--- config.mk ---
export PLATFORM = sky130hd
export DESIGN_NAME = ir_burst_sequencer
export DESIGN_NICKNAME = d
export VERILOG_FILES = /design/src/rtl/ir_burst_sequencer.sv
export SDC_FILE = /design/constraint.sdc
export NUM_CORES = 1
export LEC_CHECK = 0
export BUFFER_PORTS_ARGS = -buffer_cell sky130_fd_sc_hd__buf_2
export CORE_MARGIN = 2
export CORE_UTILIZATION = 55
export CTS_CLUSTER_SIZE = 8
export DETAILED_ROUTE_END_ITERATION = 6
export PLACE_DENSITY = 0.8
export SYNTH_ARGS = -nofsm -noshare
export SYNTH_HDL_FRONTEND = slang
export SYNTH_SLANG_ARGS = --single-unit
export TNS_END_PERCENT = 100
--- constraint.sdc ---
create_clock -name clock_in -period 5.5 [get_ports clock_in]
set_input_delay 0.275 -clock clock_in [delete_from_list [all_inputs] [get_ports clock_in]]
set_output_delay 0.275 -clock clock_in [all_outputs]
set_load 0.1 [all_outputs]
--- src/rtl/ir_burst_sequencer.sv ---
// IR burst sequencer: drives the carrier (CTC) generator so the LED emits
// mark bursts of exact length separated by silent spaces, one code per start.
module ir_burst_sequencer #(
  parameter int CTC_WIDTH = 8,
  parameter int DUR_WIDTH = 16,
  parameter int PRESCALE  = 120
) (
  input  logic                 clock_in,
  input  logic                 reset_in,
  input  logic                 start_in,
  input  logic                 abort_in,
  input  logic [CTC_WIDTH-1:0] carrier_value_in,
  input  logic                 pair_valid_in,
  output logic                 pair_ready_out,
  input  logic [DUR_WIDTH-1:0] on_time_in,
  input  logic [DUR_WIDTH-1:0] off_time_in,
  input  logic                 pair_last_in,
  output logic                 ctc_reset_out,
  output logic                 ctc_update_out,
  output logic [CTC_WIDTH-1:0] ctc_compare_value_out,
  output logic                 ctc_enable_out,
  output logic                 ctc_forced_out,
  output logic                 busy_out,
  output logic                 done_out
);

  localparam int PW = $clog2(PRESCALE);
  localparam logic [PW-1:0] PRE_MAX = PW'(PRESCALE - 1);

  typedef enum logic [2:0] {IDLE, CLR, LOAD, FETCH, MARK, SPACE, DONE} state_t;

  state_t               state, state_next;
  logic [CTC_WIDTH-1:0] carrier_q;
  logic [DUR_WIDTH-1:0] off_q;
  logic                 last_q;
  logic [DUR_WIDTH-1:0] dur_cnt;
  logic [PW-1:0]        pre_cnt;
  logic                 accept;
  logic                 unit_tick;
  logic                 period_end;

  assign accept     = (state == FETCH) && pair_valid_in;
  assign unit_tick  = (pre_cnt == PRE_MAX);
  assign period_end = unit_tick && (dur_cnt == DUR_WIDTH'(1));

  always_ff @(posedge clock_in or posedge reset_in) begin
    if (reset_in) state <= IDLE;
    else          state <= state_next;
  end

  always_comb begin
    state_next = state;
    case (state)
      IDLE:  if (start_in) state_next = CLR;
      CLR:   state_next = LOAD;
      LOAD:  state_next = FETCH;
      FETCH: begin
        if (pair_valid_in) begin
          if (on_time_in != '0)       state_next = MARK;
          else if (off_time_in != '0) state_next = SPACE;
          else if (pair_last_in)      state_next = DONE;
          else                        state_next = FETCH;
        end
      end
      MARK: begin
        if (period_end) begin
          if (off_q != '0) state_next = SPACE;
          else if (last_q) state_next = DONE;
          else             state_next = FETCH;
        end
      end
      SPACE: if (period_end) state_next = last_q ? DONE : FETCH;
      DONE:  state_next = IDLE;
      default: state_next = IDLE;
    endcase
    // Abort wins over everything, including a start in the same cycle.
    if (abort_in) state_next = IDLE;
  end

  // Each mark/space lasts dur units of PRESCALE cycles; the prescaler
  // restarts on every entry so the first unit is a full one.
  always_ff @(posedge clock_in or posedge reset_in) begin
    if (reset_in) begin
      carrier_q <= '0;
      off_q     <= '0;
      last_q    <= 1'b0;
      dur_cnt   <= '0;
      pre_cnt   <= '0;
    end else begin
      if ((state == IDLE) && start_in && !abort_in)
        carrier_q <= carrier_value_in;
      if (accept) begin
        off_q   <= off_time_in;
        last_q  <= pair_last_in;
        pre_cnt <= '0;
        dur_cnt <= (on_time_in != '0) ? on_time_in : off_time_in;
      end else if ((state == MARK) && period_end) begin
        pre_cnt <= '0;
        dur_cnt <= off_q;
      end else if ((state == MARK) || (state == SPACE)) begin
        if (unit_tick) begin
          pre_cnt <= '0;
          if (dur_cnt != '0) dur_cnt <= dur_cnt - DUR_WIDTH'(1);
        end else begin
          pre_cnt <= pre_cnt + PW'(1);
        end
      end
    end
  end

  assign pair_ready_out        = (state == FETCH);
  assign ctc_reset_out         = (state == CLR);
  assign ctc_update_out        = (state == LOAD);
  assign ctc_enable_out        = (state == MARK);
  assign ctc_forced_out        = 1'b0;
  assign busy_out              = (state != IDLE);
  assign done_out              = (state == DONE);
  assign ctc_compare_value_out = carrier_q;

endmodule
[Yosys cells after proc, flatten, opt, wreduce, memory -nomap -nowiden]
Index checks and enable logic that the tools add are counted.
Word-level totals
  register bits after elaboration: 51
  output and inout port bits: 15
Cells by class
  $add $sub $neg: 2
  equality and inequality tests: 12
  mux-type cells: 21
  reductions and logical operators: 18
Operator list (number)
  16-bit two-way mux: 6
  16-bit nonzero test: 4
  3-bit two-way mux: 10
  7-bit two-way mux: 4
  3-bit case mux with 6 select lines: 1
  16-bit by 1-bit equality test with 1-bit output (second input constant): 1
  16-bit by 1-bit subtractor with 16-bit output (second input constant): 1
  3-bit nonzero test: 4
  3-bit equality test (second input constant): 3
  3-bit inequality test (second input constant): 3
  7-bit by 1-bit adder with 7-bit output (second input constant): 1
  7-bit equality test (second input constant): 1
  3-bit by 2-bit equality test with 1-bit output (second input constant): 2
  1-bit logical AND: 5
  4-bit AND reduction: 1
  3-bit by 1-bit equality test with 1-bit output (second input constant): 1
  3-bit logical NOT: 1
  3-bit by 2-bit inequality test with 1-bit output (second input constant): 1
  3-bit AND reduction: 1
  1-bit logical NOT: 1
  1-bit logical OR: 1

[Longest topological paths before layout]
  word-level depth: 6
  depth in mapped cells: 10

[Worst setup path after synthesis]
Ideal clock, no wire load.
  path kind: register to output
  start point: reg state[0]
  end point: out ctc_update_out
  arrival: 2.755 ns
  required time: 5.225 ns
  path slack: 2.470 ns
  stages on the path, launching flop included: 3
  buffers on the path: 1
  path through: dfrtp_1 > clkbuf_8 > nor3b_1
On the way
  longest elaborated chain between the ends: 1
RTL lines
  from (decl): RTL line 32  | state_t state, state_next;
  from (signal assigned): RTL line 48  | else state <= state_next;
  3-bit by 2-bit equality test with 1-bit output: RTL line 113  | assign ctc_update_out = (state == LOAD);
  to (decl): RTL line 19  | output logic ctc_update_out,
No other way between the ends.

[Final worst setup path]
  start point: reg dur_cnt[1]
  end point: reg dur_cnt[3]
On the way
  longest elaborated chain between the ends: 6
RTL lines
  from (decl): RTL line 36  | logic [DUR_WIDTH-1:0] dur_cnt;
  from (signal assigned): RTL line 96  | dur_cnt <= (on_time_in != '0) ? on_time_in : off_time_in;
  from (signal assigned): RTL line 99  | dur_cnt <= off_q;
  from (signal assigned): RTL line 103  | if (dur_cnt != '0) dur_cnt <= dur_cnt - DUR_WIDTH'(1);
  16-bit by 1-bit subtractor with 16-bit output: RTL line 103
  16-bit two-way mux: RTL line 103
  16-bit two-way mux: RTL line 101  | if (unit_tick) begin
  16-bit two-way mux: RTL line 100  | end else if ((state == MARK) || (state == SPACE)) begin
  16-bit two-way mux: RTL line 97  | end else if ((state == MARK) && period_end) begin
  16-bit two-way mux: RTL line 92  | if (accept) begin
Parallel ways exist; a longest one is shown, timed or not. The select of a mux whose other input is x is not followed.
A chain may end at the register's enable or synchronous reset.

==> results.tsv <==
metric	value	unit
Vias/cell	5.97	
hold-critical path depth	2	
register area share after synthesis	40.9	%
Longest Clk Path Bufs	2	
largest net degree at the start of global routing	52	
Worst setup SP type	flip-flop	
Post-DRT Antenna Nets	0	
Die ar.	0.00629	mm2
critical path class	flip-flop to flip-flop	
H-tree levels	2	
Port Buffers	59	
max-slew violations	0	
endpoint class of the critical path	flip-flop	
total number of vias	2849	
Num CTS Buffers	5	
WL per Instance	15.7	um
Final period util	51.8	%
GP Congestion	0.876	
overall power	0.00185	W
Layout Utilization	63.2	%
row cnt	27	
Yosys cell types	66	
Worst Hold Path EP	state[1]	
Worst-path clk slew	0.09	ns
RSZ-0062 raised after global routing	no	
Initial Util	56.6	%
Mean Syn Cell Area	8.73	um2
VDD IR max	0.367	mV
post-detail-place hpwl	5520	um
Yosys top cell area share	40.9	%
number of diodes	0	
FF-to-FF path depth	7	
Post-CTS Resized	0	
clk_lat worst skew	0.30	ns
setup TNS	0	ns
worst slack at placement	2.72	ns
R2R Path Start	dur_cnt[1]	
syn_nets	407	
Worst Hold Launch	abort_in	
Die Wd	79.3	um
worst-path fanout max	15	
final-report setup violation count	0	
worst r2r dst	dur_cnt[3]	
postcts setup bufs	0	
Nets	454	
final hold violation count	0	
CP Data Arrival Time	3.05	ns
CTS Hold Bufs	0	
Slew headroom	29.9	%
grt total ovfl	0	
Async SR Flop Fraction	100	%
Synth Flop Type	dfrtp_1	
aggregate global-route resource usage	25.4	%
Ys Warns	0	
Peak Freq	351	MHz
routed wire length	7500	um
Core Area	0.00551	mm2
clk sink count	51	
first-pass GRT wire length	12600	um
Yosys top cell by area	dfrtp_1	
initial antenna violation count	0	
share of layout cells above drive strength 1	24.4	%
HP Class	input pin to flip-flop	
CTS Root Cell	clkbuf_8	
Max-Cap Viols	0	
Synth Register Bits	51	
vias in the first global route	2648	
reg2reg setup slack	2.65	ns
Data required, critical path	5.70	ns
Synth Instances	357	
Slew @ Worst Pin	1.05	ns
Post-synth EDFFs	0	
initial DRC count	120	
setup ws final	2.65	ns
Synth area leaders	dfrtp_1 (41%), nand2_1 (9.0%), o21ai_0 (3.9%)	
Cell Area, Synth	0.00312	mm2
Lkg Pwr	1.61	nW
drt first pass iters	4	
TritonCTS clock tree	yes	
Die H	79.3	um
Power Density	532	mW/mm2
Layout Skew	0.00584	ns
drt drc	0	
I/O Pins	61	
fin crit period	2.85	ns
status	complete, no violations	
Layout area overhead	11.6	%
## critical path, cell delays in order, from the launching register on
cell and delay [ns]:
dfrtp_1 0.42, inv_1 0.13, ha_1 0.24, nor4bb_1 0.38, nand3_1 0.22, nor2_1 0.83, o211ai_1 0.22, a32o_1 0.30
## worst max path at each step
stage	start	end
3_3_place_gp	dur_cnt[1]	dur_cnt[3]
5_1_grt	dur_cnt[1]	dur_cnt[7]
4_1_cts	dur_cnt[1]	dur_cnt[3]
3_5_place_dp	dur_cnt[1]	dur_cnt[3]
2_1_floorplan	state[0]	ctc_update_out
6_report	dur_cnt[1]	dur_cnt[3]
## synth_stat cells (3+ instances only)
| library cell | instances |
|---|---|
| nand4_1 | 4 |
| and2_2 | 4 |
| o21a_1 | 3 |
| nor3b_1 | 3 |
| a31oi_1 | 3 |
| a211oi_1 | 6 |
| buf_6 | 3 |
| nor4_1 | 15 |
| nand3_1 | 3 |
| a211o_1 | 5 |
| clkbuf_1 | 9 |
| mux2_2 | 8 |
| nor3_1 | 8 |
| xor2_1 | 8 |
| or3_1 | 3 |
| nand2_1 | 75 |
| o21ai_0 | 24 |
| nor2_1 | 26 |
| buf_4 | 3 |
| o211ai_1 | 3 |
| a21oi_1 | 22 |
| buf_2 | 4 |
| ha_1 | 4 |
| dfrtp_1 | 51 |
| inv_1 | 5 |
## state kept, by name (all words and copies together), names as in the netlist
signal                 flops
state                      3
off_q                     16
dur_cnt                   16
last_q                     1
pre_cnt                    7
ctc_compare_value_out      8
## power breakdown
| part | total [W] | switching, W | internal, W | leakage [nW] |
|---|---|---|---|---|
| clock | 0.000215 | 0.000125 | 0.0000898 | 0.0483 |
| sequential | 0.000685 | 0.000165 | 0.000520 | 0.658 |
| combinational | 0.000950 | 0.000645 | 0.000305 | 0.907 |
## cells in the final DEF, fill, tap and decap left out, types with 3 or more instances in the layout
| cell type | n |
|---|---|
| a211o_1 | 5 |
| o21ai_0 | 24 |
| nor3b_1 | 3 |
| nand3_1 | 3 |
| o211ai_1 | 3 |
| buf_4 | 3 |
| nor4_1 | 15 |
| inv_1 | 4 |
| buf_2 | 59 |
| nor3_1 | 8 |
| a21oi_1 | 22 |
| a211oi_1 | 6 |
| xor2_1 | 8 |
| or3_1 | 3 |
| nand4_1 | 4 |
| dfrtp_1 | 51 |
| clkbuf_8 | 5 |
| ha_1 | 4 |
| nand2_1 | 75 |
| o21a_1 | 3 |
| a31oi_1 | 3 |
| mux2_2 | 8 |
| and2_2 | 4 |
| nor2_1 | 26 |
## through the flow
stage | hold WS, ns | area, um2 | instances
global route | 0.183 | 3480 | 477
detailed placement | 0.488 | 3390 | 469
global placement | 0.478 | 3390 | 469
CTS | 0.168 | 3480 | 477
floorplan | 0.331 | 3120 | 357
finish | 0.184 | 3480 | 477
## cells by family (layout without fill, tap and decap cells)
group,count (synthesis),after routing,share of synthesized area [%]
AOI/OAI and AO/OA,93,93,19.8
muxes,8,8,2.89
and+or+nand+nor,163,163,26.9
xor gates and xnor gates,10,10,2.81
DFF,51,51,40.9
buffers and inverters,27,75,4.94
other,1,1,0.120
adders and majority gates,4,4,1.61
## per-layer routing
metal  wire (um)  part of all wire [%]  track usage, %
met1        3530                    47            35.9
met2        3440                    46            41.3
met3         443                   5.9            3.86
met4          88                   1.2            5.86
met5           0                     0               0
## area by class of cell
cell class                 instances  area (um2)
timing repair buffer              62         318
sequential                        51        1280
fill                             491        2030
clock buffer                       5        68.8
clock inverter                     3        18.8
inverter                           5        18.8
tap                               72        90.1
multi-input combinational        279        1690
(Power assumes the default switching activity.)
